### src/rtl/npu_cmd_sched.sv
// npu_cmd_sched
// Queues matrix-multiply / convolution requests from the CPU and launches
// them one at a time on the NPU, reporting completion, timeouts and
// dropped requests back to the CPU.
//
// Ports
//   clk, rst_n            clock, synchronous active-low reset
//   cpu_start_matrix_mul  one-cycle request: enqueue a matmul op
//   cpu_start_conv        one-cycle request: enqueue a conv op
//   cpu_cfg[63:0]         descriptor captured with the request
//   cmd_ready             queue can accept a request this cycle
//   npu_start             one-cycle launch strobe to the NPU
//   npu_op[1:0]           01 matmul, 10 conv, 00 when nothing launched
//   npu_cfg[63:0]         descriptor of the launched command
//   npu_done              completion pulse from the NPU
//   cpu_done              one-cycle completion pulse to the CPU
//   cpu_err               sticky timeout flag
//   cpu_ovf               sticky dropped-request flag
//   err_clr               clears cpu_err and cpu_ovf
//   busy                  FSM active or queue non-empty
//   q_count               current queue occupancy
module npu_cmd_sched #(
    parameter int DEPTH   = 4,
    parameter int TIMEOUT = 1024
) (
    input  logic                     clk,
    input  logic                     rst_n,
    input  logic                     cpu_start_matrix_mul,
    input  logic                     cpu_start_conv,
    input  logic [63:0]              cpu_cfg,
    output logic                     cmd_ready,
    output logic                     npu_start,
    output logic [1:0]               npu_op,
    output logic [63:0]              npu_cfg,
    input  logic                     npu_done,
    output logic                     cpu_done,
    output logic                     cpu_err,
    output logic                     cpu_ovf,
    input  logic                     err_clr,
    output logic                     busy,
    output logic [$clog2(DEPTH):0]   q_count
);

    localparam int AW = $clog2(DEPTH);
    localparam int CW = $clog2(TIMEOUT);

    localparam logic [AW-1:0] PTR_ONE  = 1;
    localparam logic [AW:0]   CNT_ONE  = 1;
    localparam logic [AW:0]   CNT_FULL = (AW+1)'(DEPTH);
    localparam logic [CW-1:0] WAIT_ONE  = 1;
    localparam logic [CW-1:0] WAIT_LAST = CW'(TIMEOUT - 1);

    localparam logic [1:0] OP_MATMUL = 2'b01;
    localparam logic [1:0] OP_CONV   = 2'b10;

    typedef enum logic [2:0] {
        S_IDLE,
        S_ISSUE,
        S_WAIT,
        S_COMPLETE,
        S_ERROR
    } state_t;

    state_t          state, next_state;
    logic [1:0]      mem_op  [DEPTH];
    logic [63:0]     mem_cfg [DEPTH];
    logic [AW-1:0]   wr_ptr, rd_ptr;
    logic [CW-1:0]   wait_cnt;
    logic [1:0]      cur_op;
    logic [63:0]     cur_cfg;

    logic            req, push, pop, ovf_event, timeout_hit;
    logic [1:0]      push_op;

    // Matmul takes priority when both starts arrive together; the conv half
    // of such a request is counted as a dropped request.
    assign req       = cpu_start_matrix_mul | cpu_start_conv;
    assign push_op   = cpu_start_matrix_mul ? OP_MATMUL : OP_CONV;
    assign cmd_ready = (q_count < CNT_FULL) | pop;
    assign push      = rst_n & req & cmd_ready;
    assign ovf_event = (req & ~cmd_ready) | (cpu_start_matrix_mul & cpu_start_conv);
    assign busy      = (state != S_IDLE) | (q_count != '0);

    // Queue storage needs no reset: occupancy and pointers define validity.
    always_ff @(posedge clk) begin
        if (push) begin
            mem_op[wr_ptr]  <= push_op;
            mem_cfg[wr_ptr] <= cpu_cfg;
        end
    end

    always_ff @(posedge clk) begin
        if (!rst_n) begin
            state    <= S_IDLE;
            wr_ptr   <= '0;
            rd_ptr   <= '0;
            q_count  <= '0;
            wait_cnt <= '0;
            cur_op   <= '0;
            cur_cfg  <= '0;
            cpu_err  <= 1'b0;
            cpu_ovf  <= 1'b0;
        end else begin
            state <= next_state;
            if (push) wr_ptr <= wr_ptr + PTR_ONE;
            if (pop)  rd_ptr <= rd_ptr + PTR_ONE;
            case ({push, pop})
                2'b10:   q_count <= q_count + CNT_ONE;
                2'b01:   q_count <= q_count - CNT_ONE;
                default: q_count <= q_count;
            endcase
            // Counter is zero on the first WAIT cycle, so the timeout fires
            // on the TIMEOUT-th WAIT cycle.
            wait_cnt <= (state == S_WAIT) ? wait_cnt + WAIT_ONE : '0;
            // Launched command is latched so npu_op/npu_cfg stay stable
            // through WAIT even if the queue slot is overwritten.
            if (pop) begin
                cur_op  <= mem_op[rd_ptr];
                cur_cfg <= mem_cfg[rd_ptr];
            end
            // A new event in the same cycle as err_clr keeps the flag set.
            cpu_err <= timeout_hit | (cpu_err & ~err_clr);
            cpu_ovf <= ovf_event   | (cpu_ovf & ~err_clr);
        end
    end

    always_comb begin
        next_state  = state;
        npu_start   = 1'b0;
        npu_op      = 2'b00;
        npu_cfg     = '0;
        cpu_done    = 1'b0;
        pop         = 1'b0;
        timeout_hit = 1'b0;
        case (state)
            S_IDLE: begin
                if (q_count != '0) next_state = S_ISSUE;
            end
            S_ISSUE: begin
                pop        = 1'b1;
                npu_start  = 1'b1;
                npu_op     = mem_op[rd_ptr];
                npu_cfg    = mem_cfg[rd_ptr];
                next_state = S_WAIT;
            end
            S_WAIT: begin
                npu_op  = cur_op;
                npu_cfg = cur_cfg;
                if (npu_done) begin
                    next_state = S_COMPLETE;
                end else if (wait_cnt == WAIT_LAST) begin
                    timeout_hit = 1'b1;
                    next_state  = S_ERROR;
                end
            end
            S_COMPLETE: begin
                cpu_done   = 1'b1;
                next_state = S_IDLE;
            end
            S_ERROR: begin
                next_state = S_IDLE;
            end
            default: next_state = S_IDLE;
        endcase
    end

endmodule

### config.mk
export PLATFORM = sky130hd
export DESIGN_NAME = npu_cmd_sched
export DESIGN_NICKNAME = d
export VERILOG_FILES = /design/src/rtl/npu_cmd_sched.sv
export SDC_FILE = /design/constraint.sdc
export NUM_CORES = 1
export LEC_CHECK = 0
export CAP_MARGIN = 20
export CORE_ASPECT_RATIO = 1.75
export CORE_UTILIZATION = 50
export DETAILED_ROUTE_END_ITERATION = 16
export HOLD_SLACK_MARGIN = 0.06
export PLACE_DENSITY = 0.73
export SYNTH_ARGS = -nofsm -noshare
export SYNTH_HDL_FRONTEND = slang
export SYNTH_SLANG_ARGS = --single-unit
### constraint.sdc
create_clock -name clk -period 3.2 [get_ports clk]
set_clock_uncertainty 0.1 [all_clocks]
set_input_delay 0.64 -clock clk [delete_from_list [all_inputs] [get_ports clk]]
set_output_delay 0.64 -clock clk [all_outputs]
set_load 0.1 [all_outputs]
=== Yosys cells after proc, flatten, opt, wreduce, memory -nomap -nowiden ===
Memory sizes are Yosys's and may differ from the RTL's. A register that Yosys moved wholly into a read port is not among the register bits.
Index checks and enable logic that the tools add are counted.

* Output and inout bits: 75
* RAM bits: 264
* Bits in registers: 88
* Memories: 2
* Word-level logic and storage cells: 64

* Bitwise operators: 14
* $lt $le $gt $ge: 1
* Equal/unequal tests: 8
* Add/sub/neg operators: 5
* Mux-type cells: 19
* Reduce and logical (&&, ||, !) cells: 6

{| class="wikitable"
|+ Memory list
! memory !! depth !! bits a word !! read ports !! clocked after Yosys merged registers in !! wr ports !! RTL line !! source
|-
| mem_cfg || 4 || 64 || 1 || 1 || 1 || 66 || <nowiki>logic [63:0] mem_cfg [DEPTH];</nowiki>
|-
| mem_op || 4 || 2 || 1 || 1 || 1 || 65 || <nowiki>logic [1:0] mem_op [DEPTH];</nowiki>
|}

{| class="wikitable"
|+ Operator list
! cell !! count
|-
| $pmux W64 S2 || 1
|-
| $add A10 B1 Y10 const B || 1
|-
| $eq A10 B10 Y1 const B || 1
|-
| $mux W2 || 5
|-
| $mux W3 || 3
|-
| $pmux W3 S3 || 1
|-
| $mux W1 || 7
|-
| $and A1 B1 Y1 || 6
|-
| $eq A3 B2 Y1 const B || 2
|-
| $or A1 B1 Y1 || 6
|-
| $pmux W3 S2 || 1
|-
| $reduce_bool A3 Y1 || 2
|-
| $add A2 B1 Y2 const B || 2
|-
| $pmux W2 S2 || 1
|-
| $reduce_and A2 Y1 || 2
|-
| $add A3 B1 Y3 const B || 1
|-
| $eq A3 B1 Y1 const B || 1
|-
| $logic_not A3 Y1 || 1
|-
| $lt A3 B3 Y1 const B || 1
|-
| $ne A3 B2 Y1 const B || 1
|-
| $sub A3 B1 Y3 const B || 1
|-
| $eq A2 B1 Y1 const B || 1
|-
| $eq A2 B2 Y1 const B || 1
|-
| $ne A2 B2 Y1 const B || 1
|-
| other kinds (2) || 3
|}

=== Depth between registers and ports, before layout ===
Gate-level depths: netlist (run 1).

* Depth after elaboration: 7
* Mapped depth: 10
* Depth with buffers taken out: 9

=== Worst setup path after synthesis (run 1) ===
No wires, ideal clock.

* Path kind: reg2out
* From: register state[1]
* To: output cpu_done
* Path slack: -0.177 ns
* Path buffers: 0
* Arrival: 2.637 ns
* Stages on the path, launching flop included: 3
* Cell sequence: dfxtp_1 inv_1 nor3b_1

* Word-level cells in the longest chain between the ends: 2

{| class="wikitable"
|+ RTL lines
! element !! RTL line !! source
|-
| from (decl) || 64 || <nowiki>state_t state, next_state;</nowiki>
|-
| from (signal assigned) || 104 || <nowiki>state <= next_state;</nowiki>
|-
| $eq A3 B2 Y1 || 135 || <nowiki>case (state)</nowiki>
|-
| $mux W1 || 135 ||
|-
| to (decl) || 36 || <nowiki>output logic cpu_done,</nowiki>
|}

No other way between the ends.

=== Final worst setup path (run 1) ===
* From: register state[1]
* To: output npu_cfg[49]

* Word-level cells in the longest chain between the ends: 2

{| class="wikitable"
|+ RTL lines
! element !! RTL line !! source
|-
| $eq A3 B2 Y1 / $eq A3 B1 Y1 (equally long branches) || 135 ||
|-
| $pmux W64 S2 * || 135 ||
|-
| to (decl) || 34 || <nowiki>output logic [63:0] npu_cfg,</nowiki>
|}

Every way passes the cells marked *; elsewhere a longest branch is shown, timed or not.

==> results of run 1 <==
repair_timing:
action / 4_1_cts / 5_1_grt
resized for setup: 4 / 4
pin swaps: 1 / 2
cloned: 1 / 1
buffers inserted: 1 / 0
endpoints found under the setup margin: 50 / 21
worst max-delay path, stage by stage (launching register included):
cell,delay (ns)
dfxtp_2,0.38
or4b_4,0.60
buf_4,0.22
nor2_1,0.19
a211o_1,0.21
buf_12,0.19
layout by cell type, fill, tap and decap left out, drive strengths merged, types with 2 or more instances in the layout:
master and instances:
a211o 66, a21oi 10, and2 66, and3 5, buf 102, bufinv 5, clkbuf 37, clkdlybuf4s50 68
clkinv 11, clkinvlp 4, dfxtp 90, diode 3, edfxtp 264, ha 6, inv 13, mux2i 134
nand2 12, nand3 5, nand4 2, nor2 143, nor3 2, nor3b 2, o21ai 5, o31a 66
o31ai 3, or3 6, or4 2, or4b 2, xnor2 2, xor2 4
area by class of cell:
type | count | area share [%]
repair buffers | 171 | 13.9
diodes | 3 | 0.0417
clock inverters | 22 | 1.49
multi-input cells | 554 | 22.9
clock buffers | 36 | 4.82
well taps | 369 | 2.56
inverters | 11 | 0.229
flip-flops and latches | 354 | 54.1
worst min path at each step:
| stage | start | end | cells past startpoint |
|---|---|---|---|
| 3_3_place_gp | wait_cnt[0]$_SDFF_PN0_ | wait_cnt[0]$_SDFF_PN0_ | 1 |
| 6_report | wait_cnt[0]$_SDFF_PN0_ | wait_cnt[0]$_SDFF_PN0_ | 1 |
| 2_1_floorplan | wait_cnt[0]$_SDFF_PN0_ | wait_cnt[0]$_SDFF_PN0_ | 1 |
| 4_1_cts | wait_cnt[0]$_SDFF_PN0_ | wait_cnt[0]$_SDFF_PN0_ | 1 |
| 3_5_place_dp | wait_cnt[0]$_SDFF_PN0_ | wait_cnt[0]$_SDFF_PN0_ | 1 |
| 5_1_grt | cpu_err$_SDFF_PN0_ | cpu_err$_SDFF_PN0_ | 2 |
where the power goes:
group	internal [W]	total, W	leakage [nW]	switching [W]
combinational	0.00201	0.00584	2.69	0.00383
clock	0.00237	0.00405	0.549	0.00168
sequential	0.00556	0.00579	3.14	0.000239
logic make-up (layout without fill, tap and decap cells):
group                    Yosys count  in the layout
flip-flops                       354            354
AND/OR/NAND/NOR                  252            253
AO/OA/AOI/OAI                    154            154
multiplexers                     134            134
buffers and inverters             65            240
adder cells (fa/ha/maj)            7              7
XOR/XNOR                           6              6
other                              0              3
registers in the layout (all words and copies together) (netlist names), named ones only:
name      count
cur_cfg      64
mem_cfg     256
wr_ptr        2
q_count       3
cpu_ovf       1
state         3
wait_cnt     10
cpu_err       1
rd_ptr        2
mem_op        8
cur_op        2
metrics by stage:
step                power (W)  setup WS [ns]  cells  hold WS, ns  area [sq um]
floorplan             0.00960          0.303    972        0.341         14100
global placement       0.0116          0.382   1456        0.362         16800
detailed placement     0.0117          0.368   1456        0.371         16800
CTS                    0.0158         0.0123   1516        0.387         18000
global route           0.0162         0.0102   1520        0.396         18000
finish                 0.0157         0.0826   1520        0.383         18000
routing by layer:
layer	vias to the layer above	routed length, microns
met5	-	0
met4	0	1060
met3	56	1230
met2	205	16800
met1	4193	12000
li1	3974	-
==> results.md, run 1 <==
- Status: finished clean
- M3 GR Usage: 2.91%
- Post-synth top flop: edfxtp_1
- Yosys top cell area share: 56.3%
- Post-DP HPWL: 18,200 microns
- R2R cell count: 9
- CP required: 2.46 ns
- Post-Syn Nets: 1,049
- CP Max Fanout: 9
- Post-synth ARST share: 0%
- Worst Hold Class: reg -> reg
- Global Route met2 Usage: 40.3%
- Die Ht: 224 microns
- PD cells: 870 nW/um^2
- #FFs+latches synth: 354
- Via count: 8,428
- Syn. warnings: 0
- Normalized max-slew margin: 55.6%
- Fmax: 321 MHz
- Largest net degree at the start of global routing: 69
- Initial core utilization: 51.4%
- Hold Fails Final Rpt: 0
- # fillers: 1,943
- Remaining DRCs: 0
- CP Launch Type: register
- Syn Inst Count: 972
- RSZ-0062 raised after global routing: no
- Via-to-Cell Ratio: 5.54
- Internal reg-to-reg setup slack: 0.56 ns
- H-tree Lvls: 1
- Final Cycle Share: 97.4%
- Met1 Resource Use GR: 25.8%
- Cell area after synthesis: 14,100 sq um
- Top-count cell post-synth: edfxtp_1
- Worst Path Arrival: 2.38 ns
- Post-synthesis mux area share: 9.52%
- Reg2reg end: q_count[2]$_SDFFE_PN0P_
- Global-route wire length before repair: 47,800 microns
- Routed Antenna Nets: 0
- Area grow syn2layout: 27.9%
- GRT Total Usage: 22.2%
- Routed WL: 31,000 microns
- Hold-fix buffers, CTS: 0
- Core area: 27,400 sq um
- Post-Synth Adder-Cell Area: 0.675%
- Synth top area cells: edfxtp_1, dfxtp_1, mux2i_1
- Full die area: 28,900 sq um
- Post-Synth Simple-Gate Area: 9.05%
- CTS buffer count: 31
- Number of global-route vias before repair: 8,664
- Worst Setup SP: state[1]$_SDFFE_PN0P_
- Sequential share of the synthesized area: 69.1%
- Worst Setup EP: npu_cfg[49]
- Max-slew violation count: 0
- Share of layout cells above drive strength 1: 17.9%
- Clock Tree Buf Depth: 3
- Final setup vio count: 0
- Commonest cells in the netlist: edfxtp_1, mux2i_1, nor2_1, dfxtp_1
- Row count: 80
- GPL Wtd Cong: 0.748
- Clock root buffer: clkbuf_16
- Crit path time final: 3.12 ns
- Post-synth EDFFs: 264
- Final Net Count: 1,200
- Synth Area per Inst: 14.5 sq um
- Routed length per instance: 20.4 microns
- Top Usage Layer GRT: met2
- Slew @ Worst Pin: 0.667 ns
- Critical path endpoint category: primary output
- Multi-input gate area: 4130 sq um
- Post-Synth XOR/XNOR Area: 0.373%
- R2r startpoint: state[0]$_SDFFE_PN0P_
- Netlist cell types: 44
- Total gr overflow: 0
- Number of I/O pins: 145
- Die Wd: 129 microns
- Antenna violations before repair: 3
- Synth area leader: edfxtp_1
- Drt pass-1 iters: 4
- VDD IR-drop max: 0.000705 V
- Sequential Area: 9740 sq um
- LEAKAGE: 6.38 nW
- Setup TNS: 0 ns
- Starting DRC count in detailed routing: 495
- CTS tree: yes
- Crit path kind: reg -> out
- Max-cap violations: 0
- Port Buffers: 144
- Clock latency on the worst-skew pair: 0.57 ns
- Compound-cell area share of the yosys netlist: 9.19%
- Core Util, Final: 65.7%
- CTS clk-pin slew, worst paths: 0.07 ns
- Clk sinks: 354
- Largest family of logic cells by synthesized area: multiplexers
No activity file was read; power rests on OpenSTA's default activity.
==> run 2, diff against run 1 <==
Settings changed: CORE_MARGIN set to 2.
==> run 2 against run 1 <==
Die area increased by 2.5%. Non-clock buffer count decreased by 1. Core utilization decreased by 1.3 points. Wire length decreased by 0.64%. Worst hold slack improved by 0.0014 ns. Clock-buffer cell count decreased by 2. Final cell count about the same. First-iteration DRC count decreased by 19%. Setup slack got worse by 0.041 ns. Sequential share of layout area increased by 0.20 points. Flip-flop and latch count unchanged.
==> results.md, run 2 (synthesis gave the netlist of run 1 again) <==
- Setup TNS: 0 ns (unchanged)
- Sequential share of power: 37.1% (was 37.0%)
- Largest register FFs: 256 (unchanged)
- LEAKAGE: 6.34 nW (was 6.38 nW)
- Hold path cells: 2 (was 1)
- Global-route wire length before repair: 46,900 microns (was 47,800 microns)
- Drt pass-1 iters: 4 (unchanged)
- Worst Path Arrival: 2.42 ns (was 2.38 ns)
- Fmax: 317 MHz (was 321 MHz)
- Full die area: 29,600 sq um (was 28,900 sq um)
- CP peak stage delay: 0.68 ns (was 0.60 ns)
- Biggest register: mem_cfg (unchanged)
- Core Util, Final: 64.4% (was 65.7%)
- RSZ-0062 raised after global routing: yes (was no)
- Crit path kind: reg -> out (unchanged)
- GRT Total Usage: 21.1% (was 22.2%)
- Die Wd: 131 microns (was 129 microns)
- Total Power: 0.0156 W (was 0.0157 W)
- CP Max Fanout: 8 (was 9)
- GPL Wtd Cong: 0.784 (was 0.748)
- Routed WL: 30,900 microns (was 31,000 microns)
- Final setup vio count: 0 (unchanged)
- Remaining DRCs: 0 (unchanged)
- Share of layout cells above drive strength 1: 17.8% (was 17.9%)
- Most frequent cells in the layout: edfxtp_1, mux2i_1, nor2_1 (unchanged)
- Switch Pwr: 0.00573 W (was 0.00575 W)
- Antenna violations before repair: 3 (unchanged)
- Slowest-stage cell, CP: or4b_4 (unchanged)
- Placed Cells: 1,458 (was 1,456)
- Clock Power Share: 25.0% (was 25.8%)
- Final Cycle Share: 98.7% (was 97.4%)
- Largest registers: mem_cfg x256, cur_cfg x64, wait_cnt x10 (unchanged)
- Reg2reg end: q_count[2]$_SDFFE_PN0P_ (unchanged)
- Final Net Count: 1,198 (was 1,200)
- Pre-CTS WS: 0.399 ns (was 0.368 ns)
- CP Launch Type: register (unchanged)
- Via count: 8,469 (was 8,428)
- R2R cell count: 9 (unchanged)
- Commonest non-fill, non-tap cell in the layout: edfxtp_1 (unchanged)
- PD cells: 869 nW/um^2 (was 870 nW/um^2)
- Largest net degree at the start of global routing: 69 (unchanged)
- H-tree Lvls: 1 (unchanged)
- Number of I/O pins: 145 (unchanged)
- Port Buffers: 144 (unchanged)
- Number of global-route vias before repair: 8,836 (was 8,664)
- Initial core utilization: 50.5% (was 51.4%)
- Row count: 81 (was 80)
- Internal reg-to-reg setup slack: 0.39 ns (was 0.56 ns)
- Die Ht: 226 microns (was 224 microns)
- Worst path cell trace: or4b_4 > buf_4 > nor2_1 > a211o_1 > buf_12 (unchanged)
- Hold-fix buffers, CTS: 0 (unchanged)
- Critical path endpoint category: primary output (unchanged)
- Area grow syn2layout: 27.4% (was 27.9%)
- Clock Tree Buf Depth: 3 (unchanged)
- Setup WS post-layout: 0.0415 ns (was 0.0826 ns)
- R2r startpoint: state[0]$_SDFFE_PN0P_ (unchanged)
- CTS buffer count: 30 (was 31)
- Post-DP HPWL: 18,000 microns (was 18,200 microns)
- Starting DRC count in detailed routing: 399 (was 495)
- Non-filler cells, final: 1,521 (was 1,520)
- Crit path time final: 3.16 ns (was 3.12 ns)
- Routed length per instance: 20.3 microns (was 20.4 microns)
- Hold Crit Start: rd_ptr[1]$_SDFFE_PN0N_ (was wait_cnt[0]$_SDFF_PN0_)
- Clk sinks: 354 (unchanged)
- CTS clk-pin slew, worst paths: 0.07 ns (about the same)
- Clock latency on the worst-skew pair: 0.57 ns (about the same)
- Max-cap violations: 0 (unchanged)
- Clock root buffer: clkbuf_16 (unchanged)
- Switching part of the total power: 36.7% (about the same)
- Via-to-Cell Ratio: 5.57 (was 5.54)
- Max-slew violation count: 0 (unchanged)
- Worst Hold Class: reg -> reg (unchanged)
- CP required: 2.46 ns (about the same)
- VDD IR-drop max: 0.000657 V (was 0.000705 V)
- Core area: 27,900 sq um (was 27,400 sq um)
- Status: finished clean (unchanged)
- Total gr overflow: 0 (unchanged)
- Hold Fails Final Rpt: 0 (unchanged)
- Routed Antenna Nets: 0 (unchanged)
- P_int: 0.00987 W (was 0.00993 W)
- Combinational power share: 37.9% (was 37.2%)
- CTS tree: yes (unchanged)
- Normalized max-slew margin: 70.6% (was 55.6%)
- Slew @ Worst Pin: 0.441 ns (was 0.667 ns)
==> run 2: metrics by stage <==
stage | area, sq um | hold slack, ns
after floorplan | 14100 | 0.341
after detailed placement | 16800 | 0.377
final | 17900 | 0.384
after global routing | 17900 | 0.406
after global placement | 16800 | 0.368
after CTS | 17900 | 0.387
==> run 2: critical path, delay by kind of cell, from the launching register on <==
kind	cells	cell delay (ns)
AND/OR/NAND/NOR	2	0.83
flip-flops	1	0.38
AO/OA/AOI/OAI	1	0.22
buffers and inverters	2	0.41
==> run 2: repair_timing <==
item,4_1_cts,5_1_grt
pin swaps,3,12
endpoints found under the setup margin,48,28
cloned,1,1
setup buffers,1,1
gates resized for setup,6,7
==> run 2: power groups by stage <==
stage | registers, W | logic, W | clock network (W)
floorplan | 0.00593 | 0.00367 | 0
global placement | 0.00584 | 0.00580 | 0
detailed placement | 0.00587 | 0.00585 | 0
CTS | 0.00579 | 0.00590 | 0.00398
global route | 0.00584 | 0.00616 | 0.00416
finish | 0.00579 | 0.00591 | 0.00390
==> run 2: cell type report <==
class | instances | area (sq um)
Antenna cell | 3 | 7.51
Clock buffer | 34 | 787
Clock inverter | 22 | 280
Fill cell | 2022 | 9920
Inverter | 11 | 41.3
Multi-Input combinational cell | 554 | 4140
Sequential cell | 354 | 9740
Tap cell | 373 | 467
Timing Repair Buffer | 170 | 2490
==> run 2: routing by layer <==
metal  vias up  global-route usage (%)  part of all wire, %
li1       3961                       -                    -
met1      4254                    23.8                   38
met2       195                    38.9                   54
met3        59                    3.55                  4.7
met4         0                    8.44                  3.1
met5         -                       0                    0
==> run 2: worst max-delay path by stage <==
stage	from	end	slack, ns	depth (start not counted)
floorplan	state[0]$_SDFFE_PN0P_	q_count[2]$_SDFFE_PN0P_	0.30	10
global placement	cpu_start_conv	q_count[2]$_SDFFE_PN0P_	0.44	10
detailed placement	cpu_start_conv	q_count[2]$_SDFFE_PN0P_	0.40	10
CTS	state[1]$_SDFFE_PN0P_	npu_cfg[26]	-0.004	5
global route	state[1]$_SDFFE_PN0P_	npu_cfg[26]	-0.03	5
finish	state[1]$_SDFFE_PN0P_	npu_cfg[59]	0.04	5
